File: config.mk
export PLATFORM = sky130hd
export DESIGN_NAME = mux4to1_rr_stream
export DESIGN_NICKNAME = d
export VERILOG_FILES = /design/src/rtl/mux4to1_rr_stream.sv
export SDC_FILE = /design/constraint.sdc
export NUM_CORES = 1
export LEC_CHECK = 0
export ABC_AREA = 1
export CORE_MARGIN = 5
export CORE_UTILIZATION = 41
export CTS_BUF_LIST = sky130_fd_sc_hd__clkbuf_16
export CTS_CLUSTER_SIZE = 40
export DETAILED_ROUTE_END_ITERATION = 8
export PLACE_DENSITY = 0.92
export SETUP_SLACK_MARGIN = 0.02
export SYNTH_ARGS = -nofsm -noshare
export SYNTH_HDL_FRONTEND = slang
export SYNTH_SLANG_ARGS = --single-unit
File: constraint.sdc
create_clock -name clk_i -period 2.94 [get_ports clk_i]
set_input_delay 0.588 -clock clk_i [delete_from_list [all_inputs] [get_ports clk_i]]
set_output_delay 0.588 -clock clk_i [all_outputs]
set_load 0.01 [all_outputs]
File: src/rtl/mux4to1_rr_stream.sv
// Four-channel round-robin arbitrated multiplexer feeding one registered output stream.
// Define MUX4_STATS_EN to add saturating per-channel grant counters on grant_cnt_o.
module mux4to1_rr_stream #(
  parameter int unsigned DATA_W = 8
`ifdef MUX4_STATS_EN
  ,
  parameter int unsigned CNT_W  = 16
`endif
) (
  input  logic                clk_i,
  input  logic                rst_ni,
  input  logic [3:0]          in_valid_i,
  input  logic [4*DATA_W-1:0] in_data_i,
  output logic [3:0]          in_ready_o,
  output logic                out_valid_o,
  output logic [DATA_W-1:0]   out_data_o,
  output logic [1:0]          out_sel_o,
`ifdef MUX4_STATS_EN
  input  logic                out_ready_i,
  output logic [4*CNT_W-1:0]  grant_cnt_o
`else
  input  logic                out_ready_i
`endif
);

  typedef enum logic {
    StEmpty,
    StFull
  } state_e;

  state_e            state_q, state_d;
  logic [DATA_W-1:0] data_q, data_d;
  logic [1:0]        sel_q, sel_d;
  logic [1:0]        rr_ptr_q, rr_ptr_d;

  logic              advance;
  logic              grant_vld;
  logic [1:0]        grant_idx;
  logic [1:0]        cand;

  // Rotating priority scan starting at rr_ptr_q; in_data never feeds this path.
  always_comb begin
    grant_vld = 1'b0;
    grant_idx = rr_ptr_q;
    cand      = rr_ptr_q;
    for (int k = 0; k < 4; k++) begin
      cand = rr_ptr_q + 2'(k);
      if (!grant_vld && in_valid_i[cand]) begin
        grant_vld = 1'b1;
        grant_idx = cand;
      end
    end
  end

  assign advance = (state_q == StEmpty) || out_ready_i;

  always_comb begin
    in_ready_o = 4'b0000;
    if (rst_ni && advance && grant_vld) begin
      in_ready_o[grant_idx] = 1'b1;
    end
  end

  // A drain and a new load share the same edge, so a full pipe never bubbles.
  always_comb begin
    state_d  = state_q;
    data_d   = data_q;
    sel_d    = sel_q;
    rr_ptr_d = rr_ptr_q;
    if (advance) begin
      if (grant_vld) begin
        state_d  = StFull;
        sel_d    = grant_idx;
        rr_ptr_d = grant_idx + 2'd1;
        for (int i = 0; i < 4; i++) begin
          if (grant_idx == 2'(i)) begin
            data_d = in_data_i[i*DATA_W +: DATA_W];
          end
        end
      end else begin
        state_d = StEmpty;
      end
    end
  end

  always_ff @(posedge clk_i) begin
    if (!rst_ni) begin
      state_q  <= StEmpty;
      data_q   <= '0;
      sel_q    <= 2'b00;
      rr_ptr_q <= 2'b00;
    end else begin
      state_q  <= state_d;
      data_q   <= data_d;
      sel_q    <= sel_d;
      rr_ptr_q <= rr_ptr_d;
    end
  end

  assign out_valid_o = (state_q == StFull);
  assign out_data_o  = data_q;
  assign out_sel_o   = sel_q;

`ifdef MUX4_STATS_EN
  logic [CNT_W-1:0] cnt_q [4];
  logic [CNT_W-1:0] cnt_d [4];

  // Counters stick at all-ones rather than wrapping.
  always_comb begin
    for (int i = 0; i < 4; i++) begin
      cnt_d[i] = cnt_q[i];
      if (in_valid_i[i] && in_ready_o[i] && (cnt_q[i] != '1)) begin
        cnt_d[i] = cnt_q[i] + 1'b1;
      end
    end
  end

  always_ff @(posedge clk_i) begin
    if (!rst_ni) begin
      for (int i = 0; i < 4; i++) begin
        cnt_q[i] <= '0;
      end
    end else begin
      for (int i = 0; i < 4; i++) begin
        cnt_q[i] <= cnt_d[i];
      end
    end
  end

  always_comb begin
    grant_cnt_o = '0;
    for (int i = 0; i < 4; i++) begin
      grant_cnt_o[i*CNT_W +: CNT_W] = cnt_q[i];
    end
  end
`endif

endmodule

* Yosys cells after proc, flatten, opt, wreduce, memory -nomap -nowiden
Cells that the tools add are included.
** Word-level totals
- Output and inout port bits :: 15
- Word-level logic and storage cells :: 55
- Bits in registers :: 13
- Bits of input ports :: 39
** Operators by class
- Eq/ne operators :: 3
- Bitwise gates (word level) :: 1
- Muxes and demuxes :: 23
- Magnitude comparators :: 6
- Add/sub/neg operators :: 4
- Reduce and logical (&&, ||, !) cells :: 14
** Operators by type and width (count)
- $mux W8 :: 4
- $lt A2 B3 Y1 const B :: 5
- $mux W1 :: 10
- $bmux W1 S2 :: 4
- $logic_and A1 B1 Y1 :: 6
- $mux W2 :: 3
- $add A2 B1 Y2 const B :: 2
- $add A2 B2 Y2 const B :: 2
- $eq A2 B2 Y1 const B :: 2
- $mux W4 :: 1
- $reduce_bool A4 Y1 :: 1
- $logic_not A1 Y1 :: 3
- $reduce_and A3 Y1 :: 1
- $demux W1 S2 :: 1
- $eq A2 B1 Y1 const B :: 1
- $ge A2 B1 Y1 const B :: 1
- $logic_not A2 Y1 :: 1
- $reduce_and A2 Y1 :: 1
- $logic_or A1 B1 Y1 :: 1
- $not A1 Y1 :: 1

* Longest topological paths before layout
Gate-level depths: netlist of run 1.
- Depth in word-level cells :: 17
- Gate-level depth with buffers :: 20
- Gate-level depth less buffers :: 19

* Worst setup path after synthesis of run 1
OpenSTA, ideal clock, no wires.
- Kind :: input-to-output
- Start point :: input port in_valid_i[3]
- End point :: output port in_ready_o[3]
- Setup slack :: 0.165 ns
- Cell stages on the path :: 13
- Path buffers :: 1
- Required time :: 2.352 ns
- Arrival :: 2.187 ns
- Cells stage by stage :: nand2_1 > nand3_1 > nand2_1 > inv_1 > nor2_4 > nand3_1 > nand2_1 > nand2_1 > inv_1 > ha_1 > clkbuf_1 > clkinv_1 > nor2_1
** On the way
- Cells in the longest elaborated chain, start to end :: 17
- Elaborated cells on any way between the ends :: 28
- Those cells by class :: order compare (2); mux (18); reduce/logical (8)
** RTL lines
- start, declared :: RTL line 12 : input logic [3:0] in_valid_i,
- $bmux W1 S2 :: RTL line 48 : if (!grant_vld && in_valid_i[cand]) begin
- $mux W1 (not written as such) :: RTL line 48
- $mux W1 :: RTL line 48
- $logic_not A1 Y1 :: RTL line 48
- $logic_and A1 B1 Y1 :: RTL line 48
- $mux W1 :: RTL line 48
- $logic_not A1 Y1 :: RTL line 48
- $logic_and A1 B1 Y1 :: RTL line 48
- (+2 left out)
- $logic_and A1 B1 Y1 :: RTL line 48
- $mux W2 (*) :: RTL line 48
- via grant_idx[0] :: RTL line 38 : logic [1:0] grant_idx;
- $lt A2 B3 Y1 (not written as such) / $ge A2 B1 Y1 (equally long branches) :: RTL line 60 : in_ready_o[grant_idx] = 1'b1;
- $logic_and A1 B1 Y1 (not written as such) :: RTL line 60
- $mux W1 (not written as such) :: RTL line 60
- $demux W1 S2 (*) :: RTL line 60
- $mux W4 (*) :: RTL line 59 : if (rst_ni && advance && grant_vld) begin
- end, declared :: RTL line 14 : output logic [3:0] in_ready_o,
Mark *: on every way through the listed nets, which the timed path passes. The rest lies on a longest branch. The select of a mux whose other input is x is not followed.

* Worst setup path after layout of run 1
- Start point :: input port in_valid_i[1]
- End point :: output port in_ready_o[3]
The elaborated chain is that of the path after synthesis.

==> results of run 1 <==
[worst paths after layout]
check / start / to / slack [ps]
setup / recovery: in_valid_i[1] / in_ready_o[3] / 190
hold reg to reg: out_data_o[5] / out_data_o[5] / 490
setup reg to reg: rr_ptr_q[0] / out_data_o[6] / 450
hold / removal: out_data_o[5] / out_data_o[5] / 490
[power by group]
| group | internal [µW] | leakage (µW) | switching, µW | total (µW) |
|---|---|---|---|---|
| Combinational | 727 | 0.000790 | 919 | 1650 |
| Clock | 179 | 0.0000423 | 74.7 | 254 |
| Sequential | 252 | 0.000108 | 56.5 | 309 |
| Total | 1160 | 0.000940 | 1050 | 2210 |
[layout make-up]
type	count	area (µm²)	area share, %
clock buffers	3	75.1	3.97
clock inverters	1	3.75	0.199
inverters	23	88.8	4.70
multi-input cells	152	790	41.8
flip-flops and latches	13	260	13.8
well taps	31	38.8	2.05
repair buffers	70	633	33.5
[layer usage]
metal / global-route usage (%) / share of wire, % / vias to the layer above
li1: - / - / 746
met1: 22.0 / 44 / 583
met2: 28.5 / 49 / 33
met3: 1.78 / 3.8 / 11
met4: 9.35 / 3.3 / 0
met5: 0 / 0 / -
[worst min-delay path: cells and delay by family, from the launching register on]
| kind | cells | cell delay (ps) |
|---|---|---|
| AND/OR/NAND/NOR | 2 | 130 |
| flip-flops | 1 | 310 |
[layout by cell type (no fill, tap or decap), types with 4 or more instances in the layout]
cell type,synthesis,routed
nor2_2,8,8
o211ai_1,8,8
buf_4,0,17
nand2_2,2,5
dlygate4sd2_1,0,4
nand2_4,4,4
nand3_2,1,5
inv_1,16,15
inv_2,3,5
nor2_1,15,15
nand3_1,16,12
o21ai_0,6,6
nand2_1,78,75
clkdlybuf4s50_1,0,45
dfxtp_1,13,13
[stage by stage]
| step | std cells | hold WS [ps] |
|---|---|---|
| 2_1_floorplan | 195 | 515 |
| 3_3_place_gp | 288 | 472 |
| 3_5_place_dp | 288 | 482 |
| 4_1_cts | 293 | 491 |
| 5_1_grt | 293 | 503 |
| 6_report | 293 | 489 |
[registers in the layout, summed over array words and instances (netlist names)]
signal,cells
out_valid_o,1
rr_ptr_q,2
out_data_o,8
out_sel_o,2
[repair_timing]
action,4_1_cts,5_1_grt
setup buffers,1,0
pin swaps,3,3
resized for setup,25,5
setup endpoints to repair,4,4
[cell families (layout without fill, tap and decap cells)]
group,Yosys count,after routing
simple gates,127,127
buf+inv,30,97
compound gates,21,21
flops,13,13
fa+ha+maj,4,4
==> flow_metrics.env, run 1 <==
export IMPL_synth_ff_type="dfxtp_1"
export IMPL_first_iter_violations=75
export IMPL_setup_tns_ps=0
export IMPL_fin_nets=306
export IMPL_initial_core_util_pct=42.6
export IMPL_fin_crit_ps=2750
export IMPL_synth_compound_area_share_pct=11.7
export IMPL_drv_cap=0
export IMPL_final_area_mm2=0.00189
export IMPL_path_buf_inv=4
export IMPL_fin_skew_ps=4.87
export IMPL_cp_start_kind="input port"
export IMPL_cts_buffer_depth=2
export IMPL_hold_depth=2
export IMPL_drc=0
export IMPL_pwr_density_cell_mw_per_mm2=1170
export IMPL_yosysTopAreaCellShare_pct=25.1
export IMPL_n_fill_cell=210
export IMPL_relSlewSlack_pct=79.8
export IMPL_viasPerCell=4.69
export IMPL_synth_warnings=0
export IMPL_vias=1373
export IMPL_cp_common_cell="nand2_2"
export IMPL_final_core_util_pct=69.1
export IMPL_synth_area_mux_share_pct=0
export IMPL_finalPower_uw=2210
export IMPL_critPathRequiredTime_ps=2350
export IMPL_crit_fanout=4
export IMPL_portBuffers=53
export IMPL_syn_inst=195
export IMPL_post_synth_top_area_cell="nand2_1"
export IMPL_crit_cells=12
export IMPL_grt_util_all_layers_pct=17.3
export IMPL_drive_gt1_share_pct=22.1
export IMPL_coreArea_mm2=0.00273
export IMPL_synth_edf_count=0
export IMPL_synthAdderAreaFrac_pct=4.30
export IMPL_tightest_slew_ps=302
export IMPL_leakagePower_uw=0.000940
export IMPL_cts_buffers_inserted=3
export IMPL_crit_path_end_kind="output port"
export IMPL_die_w_um=63.3
export IMPL_htreeDepth=1
export IMPL_place_area_mm2=0.00180
export IMPL_place_worst_setup_slack_ps=-488
export IMPL_yosysUniqueCellTypes=26
export IMPL_min_path_type="reg2reg"
export IMPL_cts_tree="built"
export IMPL_hold_viol=0
export IMPL_critical_path_top_delay_family="simple AND/OR/NAND/NOR gates"
export IMPL_post_drt_wl_per_cell_um=11.9
export IMPL_syn_area_mm2=0.00116
export IMPL_syn_nets=238
export IMPL_synthSimpleGateAreaFrac_pct=49.0
export IMPL_grt_pass1_wl_um=5710
export IMPL_place_gp_congestion=0.841
export IMPL_slowest_stage="dlygate4sd2_1"
export IMPL_finalCritPeriodShare_pct=93.7
export IMPL_ant_nets=0
export IMPL_r2r_cells=18
export IMPL_die_area_mm2=0.00401
export IMPL_yosysSeqAreaShare_pct=22.3
export IMPL_num_io_pins=54
export IMPL_synth_top_family_by_area="simple AND/OR/NAND/NOR gates"
export IMPL_num_rows=19
export IMPL_setup_viol=0
export IMPL_cts_root_buf="clkbuf_16"
export IMPL_synth_xor_area_share_pct=0
export IMPL_grt_max_degree=17
export IMPL_outcome="finished clean"
export IMPL_ir_drop_mv=1.00
export IMPL_netlist_top_cells_count="nand2_1 (78), inv_1 (16), nand3_1 (16)"
export IMPL_area_growth_pct=62.2
export IMPL_slowest_delay_ps=260
export IMPL_cts_hold_buf=0
export IMPL_clk_pin_slew_ps=40
export IMPL_rsz0062_at_grt="false"
export IMPL_synthTopCellsByArea="nand2_1 (25%), dfxtp_1 (22%), nand3_1 (6.9%)"
export IMPL_synth_area_per_cell_um2=5.97
export IMPL_chipHeight_um=63.3
export IMPL_grt_pass1_vias=1226
export IMPL_synthArstFlopShare_pct=0
export IMPL_drv_slew=0
export IMPL_antenna_found_initial=0
export IMPL_dp_hpwl_um=2710
export IMPL_setup_slack_ps=186
export IMPL_synth_most_common_cell="nand2_1"
export IMPL_fmax_ghz=0.363
export IMPL_firstDrtPassIters=4
export IMPL_grt_overflow=0
export IMPL_crit_arrival_ps=2170
export IMPL_synth_seq_cells=13
export IMPL_path_class="in2out"
export IMPL_diodes=0
export IMPL_clock_latency_ps=240
export IMPL_clock_sinks=13
export IMPL_worstPathCellList="dlygate4sd2_1 -> nand2_1 -> nand3_1 -> nand2_2 -> inv_2 -> nor2_4 -> nand4_1 -> nand2_2 -> ha_2 -> clkinv_1 -> nor2_1 -> buf_2"
export IMPL_routed_wirelength_um=3480
Power figures use the tool's default switching activity.
==> run 2: changes to the inputs <==
--- a/config.mk
+++ b/config.mk
@@ -11,8 +11,10 @@
 export CTS_BUF_LIST = sky130_fd_sc_hd__clkbuf_16
 export CTS_CLUSTER_SIZE = 40
 export DETAILED_ROUTE_END_ITERATION = 8
+export GPL_ROUTABILITY_DRIVEN = 0
 export PLACE_DENSITY = 0.92
 export SETUP_SLACK_MARGIN = 0.02
+export SLEW_MARGIN = 0
 export SYNTH_ARGS = -nofsm -noshare
 export SYNTH_HDL_FRONTEND = slang
 export SYNTH_SLANG_ARGS = --single-unit
==> results of run 2 <==
Final layout, timing and power as in run 1 (identical DEF).
==> run 3: changes to the inputs <==
--- a/config.mk
+++ b/config.mk
@@ -6,12 +6,12 @@
 export NUM_CORES = 1
 export LEC_CHECK = 0
 export ABC_AREA = 1
+export CAP_MARGIN = 20
 export CORE_MARGIN = 5
 export CORE_UTILIZATION = 41
 export CTS_BUF_LIST = sky130_fd_sc_hd__clkbuf_16
 export CTS_CLUSTER_SIZE = 40
 export DETAILED_ROUTE_END_ITERATION = 8
-export GPL_ROUTABILITY_DRIVEN = 0
 export PLACE_DENSITY = 0.92
 export SETUP_SLACK_MARGIN = 0.02
 export SLEW_MARGIN = 0
==> results of run 3 <==
Final layout, timing and power as in run 1 (identical DEF).
